$ cat src/rtl/byte_packer_pkg.sv
// Shared defaults, FSM states and the keep thermometer helper for byte_packer.
package byte_packer_pkg;

    localparam int DEF_MTU_BYTES     = 1522;
    localparam int DEF_MIN_HDR_BYTES = 14;
    localparam int CNT_W             = 11;

    typedef enum logic [1:0] {
        IDLE,
        PACK,
        DISCARD
    } state_e;

    // Thermometer keep code from the lane index that holds the final byte.
    function automatic logic [3:0] keep_therm(input logic [1:0] last_lane);
        case (last_lane)
            2'd0:    keep_therm = 4'b0001;
            2'd1:    keep_therm = 4'b0011;
            2'd2:    keep_therm = 4'b0111;
            default: keep_therm = 4'b1111;
        endcase
    endfunction

endpackage

$ cat src/rtl/byte_packer_stats.sv
// Saturating frame / runt / oversize counters fed by the registered output pulses.
module byte_packer_stats (
    input  logic        clk,
    input  logic        rst,
    input  logic        frame_evt,
    input  logic        runt_evt,
    input  logic        oversize_evt,
    output logic [31:0] stat_frames,
    output logic [15:0] stat_runts,
    output logic [15:0] stat_oversize
);

    always_ff @(posedge clk or negedge rst) begin
        if (!rst) begin
            stat_frames   <= '0;
            stat_runts    <= '0;
            stat_oversize <= '0;
        end else begin
            if (frame_evt && (stat_frames != '1))
                stat_frames <= stat_frames + 32'd1;
            if (runt_evt && (stat_runts != '1))
                stat_runts <= stat_runts + 16'd1;
            if (oversize_evt && (stat_oversize != '1))
                stat_oversize <= stat_oversize + 16'd1;
        end
    end

endmodule

$ cat src/rtl/byte_packer.sv
// Byte-serial to big-endian 32-bit beat packer with MTU truncation and runt flagging.
// Optional statistics counters are built when BYTE_PACKER_STATS_EN is defined.
module byte_packer
    import byte_packer_pkg::*;
#(
    parameter int MTU_BYTES     = DEF_MTU_BYTES,
    parameter int MIN_HDR_BYTES = DEF_MIN_HDR_BYTES
) (
    input  logic        clk,
    input  logic        rst,
    input  logic [7:0]  rx_byte,
    input  logic        rx_valid,
    input  logic        rx_last,
    output logic [31:0] packet4_byte,
    output logic        data_valid,
    output logic        last_valid,
    output logic [3:0]  keep,
    output logic        frame_runt,
    output logic        frame_oversize,
    output logic [31:0] stat_frames,
    output logic [15:0] stat_runts,
    output logic [15:0] stat_oversize
);

    localparam logic [CNT_W-1:0] MTU_CNT = CNT_W'(MTU_BYTES);
    localparam logic [CNT_W-1:0] MIN_CNT = CNT_W'(MIN_HDR_BYTES);

    state_e           state;
    logic [CNT_W-1:0] byte_cnt;   // held at 0 outside PACK so IDLE shares the PACK datapath
    logic [31:0]      acc;

    logic [1:0]       lane;
    logic [CNT_W-1:0] cnt_next;
    logic [31:0]      beat;
    logic             at_mtu;
    logic             emit;

    always_comb begin
        // NOTE: every combinational output is given a default first so no latch is inferred.
        lane     = byte_cnt[1:0];
        cnt_next = byte_cnt + CNT_W'(1);
        beat     = acc | ({rx_byte, 24'h0} >> {lane, 3'b000});
        at_mtu   = (cnt_next == MTU_CNT);
        emit     = (lane == 2'd3) || rx_last || at_mtu;
    end

    always_ff @(posedge clk or negedge rst) begin
        if (!rst) begin
            state          <= IDLE;
            byte_cnt       <= '0;
            // NOTE: the partial beat is reset too, since unfilled lanes are ORed into the next beat.
            acc            <= '0;
            packet4_byte   <= '0;
            keep           <= '0;
            data_valid     <= 1'b0;
            last_valid     <= 1'b0;
            frame_runt     <= 1'b0;
            frame_oversize <= 1'b0;
        end else begin
            // NOTE: sequential state uses <= so every register samples pre-edge values.
            data_valid     <= 1'b0;
            last_valid     <= 1'b0;
            frame_runt     <= 1'b0;
            frame_oversize <= 1'b0;
            if (rx_valid) begin
                case (state)
                    IDLE, PACK: begin
                        if (emit) begin
                            packet4_byte   <= beat;
                            keep           <= keep_therm(lane);
                            data_valid     <= 1'b1;
                            last_valid     <= rx_last || at_mtu;
                            frame_runt     <= rx_last && (cnt_next < MIN_CNT);
                            frame_oversize <= at_mtu && !rx_last;
                            acc            <= '0;
                        end else begin
                            acc <= beat;
                        end
                        if (rx_last) begin
                            state    <= IDLE;
                            byte_cnt <= '0;
                        end else if (at_mtu) begin
                            state    <= DISCARD;
                            byte_cnt <= '0;
                        end else begin
                            state    <= PACK;
                            byte_cnt <= cnt_next;
                        end
                    end
                    DISCARD: begin
                        if (rx_last)
                            state <= IDLE;
                    end
                    default: state <= IDLE;
                endcase
            end
        end
    end

`ifdef BYTE_PACKER_STATS_EN
    byte_packer_stats u_stats (
        .clk          (clk),
        .rst          (rst),
        .frame_evt    (data_valid && last_valid),
        .runt_evt     (frame_runt),
        .oversize_evt (frame_oversize),
        .stat_frames  (stat_frames),
        .stat_runts   (stat_runts),
        .stat_oversize(stat_oversize)
    );
`else
    assign stat_frames   = '0;
    assign stat_runts    = '0;
    assign stat_oversize = '0;
`endif

endmodule

$ cat config.mk
export PLATFORM = sky130hd
export DESIGN_NAME = byte_packer
export DESIGN_NICKNAME = d
export VERILOG_FILES = /design/src/rtl/byte_packer_pkg.sv /design/src/rtl/byte_packer_stats.sv /design/src/rtl/byte_packer.sv
export SDC_FILE = /design/constraint.sdc
export NUM_CORES = 1
export LEC_CHECK = 0
export BUFFER_PORTS_ARGS = -buffer_cell sky130_fd_sc_hd__buf_2
export CORE_MARGIN = 2
export CORE_UTILIZATION = 53
export CTS_BUF_LIST = sky130_fd_sc_hd__clkbuf_16
export CTS_CLUSTER_SIZE = 14
export DETAILED_ROUTE_END_ITERATION = 6
export GPL_ROUTABILITY_DRIVEN = 1
export PLACE_DENSITY = 0.78
export SETUP_SLACK_MARGIN = 0.3
export SLEW_MARGIN = 20
export SYNTH_ARGS = -nofsm -noshare
export SYNTH_HDL_FRONTEND = slang
export SYNTH_SLANG_ARGS = --single-unit
$ cat constraint.sdc
create_clock -name clk -period 2.5 [get_ports clk]
set_clock_uncertainty 0.1 [all_clocks]
set_input_delay 0.25 -clock clk [delete_from_list [all_inputs] [get_ports clk]]
set_output_delay 0.25 -clock clk [all_outputs]
set_load 0.02 [all_outputs]
==> results.md <==
- Outcome: finished, final reports clean
- Final GP Congestion: 0.929
- Startpoint of the most critical setup path: byte_cnt[1]$_DFFE_PN0P_
- Pins over their slew limit: 0
- Filler cell count in the final layout: 584
- Register area: 2130 um2
- Clk slew on worst S/H paths: 0.06 ns
- Terminus of the critical flop-to-flop path: packet4_byte[26]$_DFFE_PN0P_
- Initial antenna violation count: 0
- Power share of the combinational group: 30.8%
- Die Ht: 95.2 um
- Flip-flop cell with the highest count after synthesis: sky130_fd_sc_hd__dfrtp_1
- Category of the critical setup timing path: reg2reg
- Endpoint class of the critical path: register
- Number of H-tree branching levels: 3
- Internal cell power: 2940 uW
- Worst setup endpoint: packet4_byte[26]$_DFFE_PN0P_
- First-pass GRT wire length: 15.2 mm
- Number of placement rows: 33
- Overflow left after global routing: 0
- Deepest clock path buffer count: 2
- Maximum number of pins on one net before global-route repair: 55
- Leakage power: 0.00256 uW
- Ratio of cells with drive above 1 in the final layout: 25.8%
- Routed length per placed instance: 16.4 um
- Kind of launch point of the worst setup path: register
- Post-synthesis instance area: 4410 um2
- Warning count from the yosys run: 0
- Detailed Routing Iterations Pass 1: 7
- Per-instance average area after synthesis: 9.58 um2
- Final Instance Area: 5370 um2
- Clk sink count: 85
- Share of total power in the clock network: 28.9%
- PD cells: 847 nW/um2
- Most common library cell in the layout ignoring fill and taps: sky130_fd_sc_hd__dfrtp_1
- Slew at the pin with the worst max-slew slack: 0.915 ns
- Fraction of synthesis flops using an asynchronous set or reset pin: 100%
- Critical Path Stages: 10
- Max-cap violations: 0
- Number of nets in the layout: 542
- Highest net fanout along the worst path: 7
- Hold Path Class: in2reg
- Hold Crit Depth: 2
- Worst rel slew slack: 38.5%
- Gate count of the mapped netlist: 460
- Routed wire length: 10.4 mm
- Total Routing Usage GR: 22.3%
- Data arrival, critical path: 2.53 ns
- Diode insertion count for antenna repair: 0
- Via count: 3382
- Part of the power in registers: 40.3%
- Core area: 8130 um2
- CTS tree: built
- Vias per inst: 5.33
- Slowest cell on the critical path: sky130_fd_sc_hd__dfrtp_1
- Total of endpoints with negative setup slack in the final report: 0
- Power spent charging and discharging nets: 1610 uW
- Max VDD drop: 0.575 mV
- RR Startpoint: byte_cnt[1]$_DFFE_PN0P_
- Crit path buf inv count: 3
- Critical path data required time: 2.67 ns
- Worst Reg2Reg Path Length in Cells: 10
- Final period demand of the worst path: 2.36 ns
- Setup repair after global routing missed its margin: yes
- Cell Area, Placed: 4550 um2
- Number of buffers inserted during clock tree synthesis: 9
- Switching share of power: 35.3%
- Yosys cell types: 45
- Share of the yosys chip area belonging to registers: 48.3%
- Worst-case register-to-register setup slack: 0.14 ns
- Slowest Stage Delay on Critical Path: 0.41 ns
- Number of nets with antenna violations after detailed routing: 0
- Half-perimeter wire length after placement: 5.89 mm
- Post-synth EDFFs: 0
- Die ar.: 9060 um2
- 1st-iter DRT viols: 223
- Synthesis-stage register bit count: 85
- Remaining routing DRC violations: 0
- Timing-limited maximum frequency: 0.423 GHz
- Via count of the first global-routing pass: 3158
- Area of the multi-input gates: 1920 um2
- Die Width: 95.2 um
- Most frequent cells in the layout: sky130_fd_sc_hd__dfrtp_1 (83), sky130_fd_sc_hd__a21oi_1 (68), sky130_fd_sc_hd__conb_1 (64)
- Clock latency of the later-clocked register in the worst-skew pair: 0.34 ns
- Cell at the root of the clock tree: sky130_fd_sc_hd__clkbuf_16
- Tcrit/Tclk final: 94.5%
- Number of top-level pins: 116
- Kind of cell adding the most delay to the critical path: compound AO/OA/AOI/OAI gates
- Area growth, synth to finish: 21.9%
- Setup Total Neg Slack: 0 ns
- Number of buffers inserted by port buffering: 51
- Cell breakdown of the critical path: buf_6 > ha_4 > nand3_4 > xor2_4 > a211oi_4 > o311ai_4 > a21oi_4 > clkbuf_16 > clkbuf_16 > mux2i_1
- Critical path's most frequent cell: sky130_fd_sc_hd__clkbuf_16
- Effective utilization at floorplan: 54.2%
- Final hold violation count: 0
-- worst reg2reg max path, delay by kind of cell (launching register included) --
kind                       cells  cell delay [ns]
xor gates and xnor gates       1             0.18
muxes                          1             0.19
buffers and inverters          3             0.50
DFF                            1             0.41
AOI/OAI and AO/OA              3             0.64
and+or+nand+nor                1             0.10
adders and majority gates      1             0.17
-- through the flow --
stage	util [%]	cells	setup slack (ns)	power [uW]	hold slack [ns]
after global routing	66.1	635	0.0529	4770	0.0362
after CTS	62.0	626	0.223	4390	0.0386
after detailed placement	55.9	601	0.0592	3010	0.246
final	66.1	635	0.138	4550	0.0380
after floorplan	-	523	0.309	2700	-0.146
after global placement	55.9	601	0.177	2970	0.235
-- cells by family after synthesis --
logic type / synth area share (%)
buf+inv: 18.2
simple gates: 11.1
mux: 7.95
other cells: 0.0851
xor+xnor: 0.596
flops: 48.3
compound gates: 12.6
fa+ha+maj: 1.14
-- layer usage --
| metal | track usage [%] | share of wire (%) | wire length (um) |
|---|---|---|---|
| met1 | 28.3 | 39 | 4060 |
| met2 | 36.5 | 52 | 5350 |
| met3 | 6.40 | 7.1 | 739 |
| met4 | 8.33 | 2.2 | 229 |
| met5 | 0 | 0 | 0 |
-- power groups by stage --
stage          Clock, uW  Sequential [uW]  Combinational, uW
5_1_grt             1380             1860               1530
2_1_floorplan          0             2030                673
6_report            1320             1830               1400
4_1_cts             1320             1820               1250
3_5_place_dp           0             1840               1180
3_3_place_gp           0             1830               1140
-- flip-flops by register name, summed over array words and instances (netlist names) --
signal          flops
acc                32
packet4_byte       32
byte_cnt           11
keep                4
state               2
data_valid          1
frame_oversize      1
frame_runt          1
last_valid          1
-- cell type report --
type | instances | share of cell area (%)
multi-input combinational | 304 | 35.8
inverter | 40 | 2.84
tap | 105 | 2.45
sequential | 85 | 39.6
clock buffer | 9 | 4.19
clock inverter | 6 | 1.19
timing repair buffer | 86 | 13.9
-- Yosys cell counts (2+ instances only) --
library cell               count  area (um2)
sky130_fd_sc_hd__nor2_1       46         173
sky130_fd_sc_hd__mux2i_1      35         350
sky130_fd_sc_hd__o21ai_0       9        45.0
sky130_fd_sc_hd__dfrtp_1      85        2130
sky130_fd_sc_hd__nor4_1        2        12.5
sky130_fd_sc_hd__nor2b_1       2        12.5
sky130_fd_sc_hd__ha_1          4        50.1
sky130_fd_sc_hd__and2_1        3        18.8
sky130_fd_sc_hd__o31ai_1       2        15.0
sky130_fd_sc_hd__buf_2         3        15.0
sky130_fd_sc_hd__o22ai_1       4        25.0
sky130_fd_sc_hd__buf_4        71         533
sky130_fd_sc_hd__a21oi_1      68         340
sky130_fd_sc_hd__nand2_1      20        75.1
sky130_fd_sc_hd__a31oi_1       4        25.0
sky130_fd_sc_hd__nand4_1       3        18.8
sky130_fd_sc_hd__inv_1        40         150
sky130_fd_sc_hd__nand3_1       6        30.0
sky130_fd_sc_hd__nor3_1        5        25.0
sky130_fd_sc_hd__xnor2_1       2        17.5
sky130_fd_sc_hd__buf_6         4        45.0
sky130_fd_sc_hd__buf_1         9        33.8
sky130_fd_sc_hd__nand4b_1      2        17.5
sky130_fd_sc_hd__clkbuf_1      7        26.3
sky130_fd_sc_hd__and3_1        4        25.0
-- timing repair --
| item | in CTS | in global routing |
|---|---|---|
| setup buffers | 6 | 4 |
| pin swaps | 4 | 16 |
| gates resized for setup | 14 | 42 |
| gates cloned | 3 | 5 |
| endpoints found under the setup margin | 78 | 77 |
| hold buffers | 1 | 0 |
| endpoints found under the hold margin | 53 | 0 |
-- worst min-delay path by stage --
stage,from,endpoint,slack (ns)
floorplan,rst,acc[0]$_DFFE_PN0P_,-0.15
global placement,rst,frame_oversize$_DFF_PN0_,0.24
detailed placement,rst,frame_oversize$_DFF_PN0_,0.25
finish,rx_valid,state[0]$_DFFE_PN0P_,0.04
global route,rx_valid,state[0]$_DFFE_PN0P_,0.04
CTS,rx_valid,state[0]$_DFFE_PN0P_,0.04
Note: power is estimated with default switching activity, not from simulation.
